==> config.mk <==
export PLATFORM = sky130hd
export DESIGN_NAME = uart_link
export DESIGN_NICKNAME = d
export VERILOG_FILES = /design/src/rtl/uart_link_pkg.sv /design/src/rtl/uart_link_rx_core.sv /design/src/rtl/uart_link.sv
export SDC_FILE = /design/constraint.sdc
export NUM_CORES = 1
export LEC_CHECK = 0
export BUFFER_PORTS_ARGS = -buffer_cell sky130_fd_sc_hd__buf_2
export CELL_PAD_IN_SITES_DETAIL_PLACEMENT = 0
export CELL_PAD_IN_SITES_GLOBAL_PLACEMENT = 2
export CORE_MARGIN = 1.5
export CORE_UTILIZATION = 30
export DETAILED_ROUTE_END_ITERATION = 8
export PLACE_DENSITY_LB_ADDON = 0.1
export SYNTH_ARGS = -nofsm -noshare
export SYNTH_HDL_FRONTEND = slang
export SYNTH_HIERARCHICAL = 1
export SYNTH_SLANG_ARGS = --single-unit
==> constraint.sdc <==
create_clock -name clk -period 2.9 [get_ports clk]
set_clock_uncertainty 0.2 [all_clocks]
set_input_delay 0.725 -clock clk [delete_from_list [all_inputs] [get_ports clk]]
set_output_delay 0.725 -clock clk [all_outputs]
set_load 0.01 [all_outputs]
==> src/rtl/uart_link_pkg.sv <==
// Shared constants for the UART link: register-block addresses, status bit
// positions and the state encodings used by the bus and receive FSMs.
package uart_link_pkg;

   localparam logic [7:0] UART_AN_ADDR   = 8'h10;
   localparam logic [7:0] UART_TX_ADDR   = 8'h18;
   localparam logic [7:0] UART_RX_ADDR   = 8'h1C;
   localparam logic [7:0] UART_STAT_ADDR = 8'h20;

   localparam int STAT_TX_DONE = 2;
   localparam int STAT_RX_DONE = 3;

   typedef enum logic [1:0] {
      B_IDLE  = 2'd0,
      B_POLL  = 2'd1,
      B_FETCH = 2'd2,
      B_WRITE = 2'd3
   } bus_state_t;

   typedef enum logic [1:0] {
      R_IDLE  = 2'd0,
      R_START = 2'd1,
      R_DATA  = 2'd2,
      R_STOP  = 2'd3
   } rx_state_t;

endpackage

==> src/rtl/uart_link_rx_core.sv <==
// Serial receiver: 2-FF synchronizer, mid-bit sampling timer and LSB-first
// deserializer. byte_valid is a combinational strobe on the stop-sample cycle.
module uart_rx_core
   import uart_link_pkg::*;
#(
   parameter int CLKS_PER_BIT = 10417
) (
   input  logic       clk,
   input  logic       reset,
   input  logic       rx,
   output logic       byte_valid,
   output logic [7:0] byte_data,
   output logic       frame_err
);

   localparam int CNT_W = $clog2(CLKS_PER_BIT);
   localparam logic [CNT_W-1:0] BIT_LAST  = CNT_W'(CLKS_PER_BIT - 1);
   localparam logic [CNT_W-1:0] HALF_LAST = CNT_W'(CLKS_PER_BIT / 2 - 1);

   logic             sync1_reg, sync2_reg, prev_reg;
   rx_state_t        state_reg, state_next;
   logic [CNT_W-1:0] cnt_reg, cnt_next;
   logic [2:0]       bit_reg, bit_next;
   logic [7:0]       shift_reg, shift_next;
   logic             frame_err_reg, frame_err_next;

   // Line idles high, so the synchronizer resets high to avoid a false start.
   always_ff @(posedge clk) begin
      if (reset) begin
         sync1_reg <= 1'b1;
         sync2_reg <= 1'b1;
         prev_reg  <= 1'b1;
      end else begin
         sync1_reg <= rx;
         sync2_reg <= sync1_reg;
         prev_reg  <= sync2_reg;
      end
   end

   always_ff @(posedge clk) begin
      if (reset) begin
         state_reg     <= R_IDLE;
         cnt_reg       <= '0;
         bit_reg       <= 3'd0;
         shift_reg     <= 8'h00;
         frame_err_reg <= 1'b0;
      end else begin
         state_reg     <= state_next;
         cnt_reg       <= cnt_next;
         bit_reg       <= bit_next;
         shift_reg     <= shift_next;
         frame_err_reg <= frame_err_next;
      end
   end

   always_comb begin
      state_next     = state_reg;
      cnt_next       = cnt_reg + 1'b1;
      bit_next       = bit_reg;
      shift_next     = shift_reg;
      frame_err_next = 1'b0;
      byte_valid     = 1'b0;
      case (state_reg)
         R_IDLE: begin
            cnt_next = '0;
            if (prev_reg && !sync2_reg) begin
               state_next = R_START;
            end
         end
         R_START: begin
            if (cnt_reg == HALF_LAST) begin
               cnt_next   = '0;
               bit_next   = 3'd0;
               state_next = sync2_reg ? R_IDLE : R_DATA;
            end
         end
         R_DATA: begin
            if (cnt_reg == BIT_LAST) begin
               cnt_next   = '0;
               shift_next = {sync2_reg, shift_reg[7:1]};
               bit_next   = bit_reg + 3'd1;
               if (bit_reg == 3'd7) begin
                  state_next = R_STOP;
               end
            end
         end
         R_STOP: begin
            if (cnt_reg == BIT_LAST) begin
               cnt_next       = '0;
               state_next     = R_IDLE;
               byte_valid     = sync2_reg;
               frame_err_next = !sync2_reg;
            end
         end
         default: state_next = R_IDLE;
      endcase
   end

   assign byte_data = shift_reg;
   assign frame_err = frame_err_reg;

endmodule

==> src/rtl/uart_link.sv <==
// UART-side engine of the register block: polls status, fetches and shifts
// out TX bytes, and writes received bytes back into the RX register.
module uart_link
   import uart_link_pkg::*;
#(
   parameter int CLKS_PER_BIT = 10417
) (
   input  logic        clk,
   input  logic        reset,
   output logic [31:0] mem_addr,
   output logic        mem_rd_en,
   output logic        mem_wr_en,
   output logic [31:0] mem_wdata,
   input  logic [31:0] mem_rdata,
   input  logic        uart_rx,
   output logic        uart_tx,
   output logic        tx_busy,
   output logic        frame_err,
   output logic        overrun
);

   localparam int CNT_W = $clog2(CLKS_PER_BIT);
   localparam logic [CNT_W-1:0] BIT_LAST = CNT_W'(CLKS_PER_BIT - 1);

   bus_state_t       state_reg, state_next;
   logic             rx_pending_reg, rx_pending_next;
   logic [7:0]       rx_byte_reg, rx_byte_next;
   logic             overrun_reg, overrun_next;
   logic             tx_busy_reg, tx_busy_next;
   logic [9:0]       tx_frame_reg, tx_frame_next;
   logic [CNT_W-1:0] tx_clk_cnt_reg, tx_clk_cnt_next;
   logic [3:0]       tx_bit_cnt_reg, tx_bit_cnt_next;

   logic       rx_valid;
   logic [7:0] rx_data;
   logic       tx_last, tx_idle;
   logic       unused_rdata;

   uart_rx_core #(
      .CLKS_PER_BIT(CLKS_PER_BIT)
   ) u_rx_core (
      .clk       (clk),
      .reset     (reset),
      .rx        (uart_rx),
      .byte_valid(rx_valid),
      .byte_data (rx_data),
      .frame_err (frame_err)
   );

   // Treating the final stop-bit cycle as idle lets POLL follow the frame
   // immediately; FETCH counts as busy because the start is already committed.
   assign tx_last = tx_busy_reg && (tx_clk_cnt_reg == BIT_LAST) && (tx_bit_cnt_reg == 4'd9);
   assign tx_idle = (!tx_busy_reg && (state_reg != B_FETCH)) || tx_last;

   always_ff @(posedge clk) begin
      if (reset) begin
         state_reg      <= B_IDLE;
         rx_pending_reg <= 1'b0;
         rx_byte_reg    <= 8'h00;
         overrun_reg    <= 1'b0;
         tx_busy_reg    <= 1'b0;
         tx_frame_reg   <= 10'h3FF;
         tx_clk_cnt_reg <= '0;
         tx_bit_cnt_reg <= 4'd0;
      end else begin
         state_reg      <= state_next;
         rx_pending_reg <= rx_pending_next;
         rx_byte_reg    <= rx_byte_next;
         overrun_reg    <= overrun_next;
         tx_busy_reg    <= tx_busy_next;
         tx_frame_reg   <= tx_frame_next;
         tx_clk_cnt_reg <= tx_clk_cnt_next;
         tx_bit_cnt_reg <= tx_bit_cnt_next;
      end
   end

   always_comb begin
      state_next      = B_IDLE;
      rx_pending_next = rx_pending_reg;
      rx_byte_next    = rx_byte_reg;
      overrun_next    = overrun_reg;

      if (rx_pending_reg) begin
         state_next      = B_WRITE;
         rx_pending_next = 1'b0;
      end else if ((state_reg == B_POLL) && mem_rdata[STAT_TX_DONE] && tx_idle) begin
         state_next = B_FETCH;
      end else if (tx_idle) begin
         state_next = B_POLL;
      end

      // A new byte always wins over the clear of the byte being written.
      if (rx_valid) begin
         rx_byte_next    = rx_data;
         rx_pending_next = 1'b1;
         if (rx_pending_reg) begin
            overrun_next = 1'b1;
         end
      end
   end

   always_comb begin
      tx_busy_next    = tx_busy_reg;
      tx_frame_next   = tx_frame_reg;
      tx_clk_cnt_next = tx_clk_cnt_reg;
      tx_bit_cnt_next = tx_bit_cnt_reg;
      if (state_reg == B_FETCH) begin
         tx_busy_next    = 1'b1;
         tx_frame_next   = {1'b1, mem_rdata[7:0], 1'b0};
         tx_clk_cnt_next = '0;
         tx_bit_cnt_next = 4'd0;
      end else if (tx_busy_reg) begin
         if (tx_clk_cnt_reg == BIT_LAST) begin
            tx_clk_cnt_next = '0;
            tx_frame_next   = {1'b1, tx_frame_reg[9:1]};
            tx_bit_cnt_next = tx_bit_cnt_reg + 4'd1;
            if (tx_bit_cnt_reg == 4'd9) begin
               tx_busy_next = 1'b0;
            end
         end else begin
            tx_clk_cnt_next = tx_clk_cnt_reg + 1'b1;
         end
      end
   end

   always_comb begin
      mem_addr  = 32'h0;
      mem_rd_en = 1'b0;
      mem_wr_en = 1'b0;
      mem_wdata = 32'h0;
      case (state_reg)
         B_POLL: begin
            mem_addr  = {24'h0, UART_STAT_ADDR};
            mem_rd_en = 1'b1;
         end
         B_FETCH: begin
            mem_addr  = {24'h0, UART_TX_ADDR};
            mem_rd_en = 1'b1;
         end
         B_WRITE: begin
            mem_addr  = {24'h0, UART_RX_ADDR};
            mem_wr_en = 1'b1;
            mem_wdata = {24'h0, rx_byte_reg};
         end
         default: ;
      endcase
   end

   assign unused_rdata = &{1'b0, mem_rdata[31:8]};
   assign uart_tx      = tx_busy_reg ? tx_frame_reg[0] : 1'b1;
   assign tx_busy      = tx_busy_reg;
   assign overrun      = overrun_reg;

endmodule

==> impl_metrics.yaml <==
grt:
  grt.overflow.total: 0
  grt_pass1_vias: 2410
  track_usage_pct: 11.8
  grt_first_pass_wirelength_um: 11900
  grt_antenna_before_repair: 0
  grt_max_degree: 24
final_layout:
  diodes: 0
  drive_gt1_share_pct: 13.7
  final_core_util_pct: 33.8
  fill_cells: 1294
  most-common-layout-cells: "dfxtp_1, nor2_1, conb_1, buf_2, mux2i_1"
  nNetsFinal: 479
  area_delta_synth_final_pct: 10.3
  layout_commonest_cell: "dfxtp_1"
clock_tree:
  cts-htree-levels: 3
  cts-root-buf: "clkbuf_16"
  clk_latency_ps: 330
  post_cts.repair.setup_buffers: 0
  hold_buffers: 0
  clockBufferDepth: 2
  numCtsBuffers: 9
  cts_resized: 0
  cts_num_sinks: 71
  cts_tree: "built"
  clk_pin_slew_ps: 60
sta:
  setup_ws_ps: 455
  finalCritPeriodShare_pct: 84.3
  worst_pin_slew_ps: 589
  setup_viol: 0
  max_slew_margin_pct: 60.7
  rsz0062_at_grt: "false"
  fmax_mhz: 409
  hold_viol_final: 0
  finalMaxSlewViolations: 0
  period_minus_slack_ps: 2440
  timing.hold.ws_ps: 208
  fin_tns_setup_ps: 0
power_and_ir_drop:
  power.total_mw: 2.26
  power_density_mw_per_mm2: 559
  irDropWorstVdd_v: 0.000245
  leakagePower_nw: 1.53
critical_path:
  path_class: "reg2out"
  arrival_ps: 1520
  start_kind: "flop"
  r2r-end: "rx_byte_reg[2]"
  cp_max_fo: 11
  crit_path_end_kind: "primary output"
  r2r_start: "u_rx_core/cnt_reg[3]"
  worst-r2r-setup-slack_ps: 520
  crit_required_ps: 1980
  rr_worst_depth: 7
placement:
  gp_congestion: 0.708
  detailed_place_hpwl_um: 4870
  dp_slack_ps: 499
  io_buffers: 28
logic_synthesis:
  synth-seq-cells: 71
  ys_warn_count: 6
  synth_edf_count: 0
  synthArstFlopShare_pct: 0
  syn_area_per_cell_um2: 9.05
  synth_seq_area_share_pct: 38.8
  synthFlopType: "dfxtp_1"
  syn-cell-area_mm2: 0.00367
  ys_types: 47
  netlist_instances: 405
min_path:
  holdPathEnd: "u_rx_core/sync2_reg"
  worstHoldPathCells: 1
  min_from: "u_rx_core/sync1_reg"
  hold_path.class: "reg2reg"
routing:
  drt_pass1_iterations: 4
  wl_um: 7160
  avgRoutedWirePerCell_um: 12.2
  first_iter_violations: 104
  ant_nets: 0
  via_count: 2584
  vias_per_cell: 4.42
  drc: 0
die:
  core_mm2: 0.0120
  start_util_pct: 30.6
  io_pins: 105
  rows: 40
  dieArea_mm2: 0.0129
  chipHeight_um: 114
  die_w_um: 114
run_status:
  status: "complete, no violations"
job:
  cap_viol_max_count: 0
[per-layer routing]
layer	track usage, %	vias up	part of all wire [%]
met1	15.5	1203	50
met2	17.8	44	44
met5	0	-	0
li1	-	1327	-
met4	6.00	0	1.9
met3	3.35	10	3.8
[layout make-up]
class | count | area [µm²] | share of cell area (%)
multi-input cells | 302 | 1890 | 46.6
flip-flops and latches | 71 | 1420 | 35.2
clock buffers | 12 | 236 | 5.85
repair buffers | 35 | 193 | 4.77
well taps | 147 | 184 | 4.55
clock inverters | 4 | 70.1 | 1.73
inverters | 14 | 52.6 | 1.30
[synth_stat cells, types with 10 or more instances]
master | number | area (µm²)
and2_1 | 10 | 62.6
buf_4 | 55 | 413
dfxtp_1 | 71 | 1420
ha_1 | 11 | 138
inv_1 | 13 | 48.8
mux2i_1 | 23 | 230
nand2_1 | 13 | 48.8
nand3_1 | 11 | 55.1
nor2_1 | 55 | 206
nor3_1 | 18 | 90.1
nor4_1 | 11 | 68.8
xnor2_1 | 21 | 184
[critical path, cell delays in order (launching register included)]
cell	delay (ps)
dfxtp_1	320
ha_1	370
or2_2	350
buf_2	140
[through the flow]
stage          instance area, µm²  std cells
2_1_floorplan                3860        456
3_3_place_gp                 3740        569
3_5_place_dp                 3740        569
4_1_cts                      4040        585
5_1_grt                      4040        585
6_report                     4040        585
[cells by family after synthesis]
logic type,synth area share (%)
and+or+nand+nor,24.8
DFF,38.8
adders and majority gates,3.75
other,0.102
AOI/OAI and AO/OA,5.02
muxes,6.28
xor gates and xnor gates,6.21
buffers and inverters,15.0
[worst max path at each step]
stage / start / slack (ps) / to / cells past startpoint
6_report: state_reg[0] / 460 / mem_addr[4] / 3
5_1_grt: state_reg[0] / 360 / mem_addr[4] / 3
4_1_cts: state_reg[0] / 420 / mem_addr[4] / 3
3_5_place_dp: u_rx_core/cnt_reg[3] / 500 / rx_byte_reg[2] / 7
3_3_place_gp: u_rx_core/cnt_reg[3] / 510 / rx_byte_reg[3] / 7
2_1_floorplan: u_rx_core/cnt_reg[3] / 390 / rx_byte_reg[0] / 7
[where the power goes]
part | switching [mW] | internal [mW]
logic | 0.0759 | 0.0286
clock network | 0.409 | 0.751
registers | 0.00939 | 0.986
total | 0.495 | 1.77
Note: power is estimated with default switching activity, not from simulation.
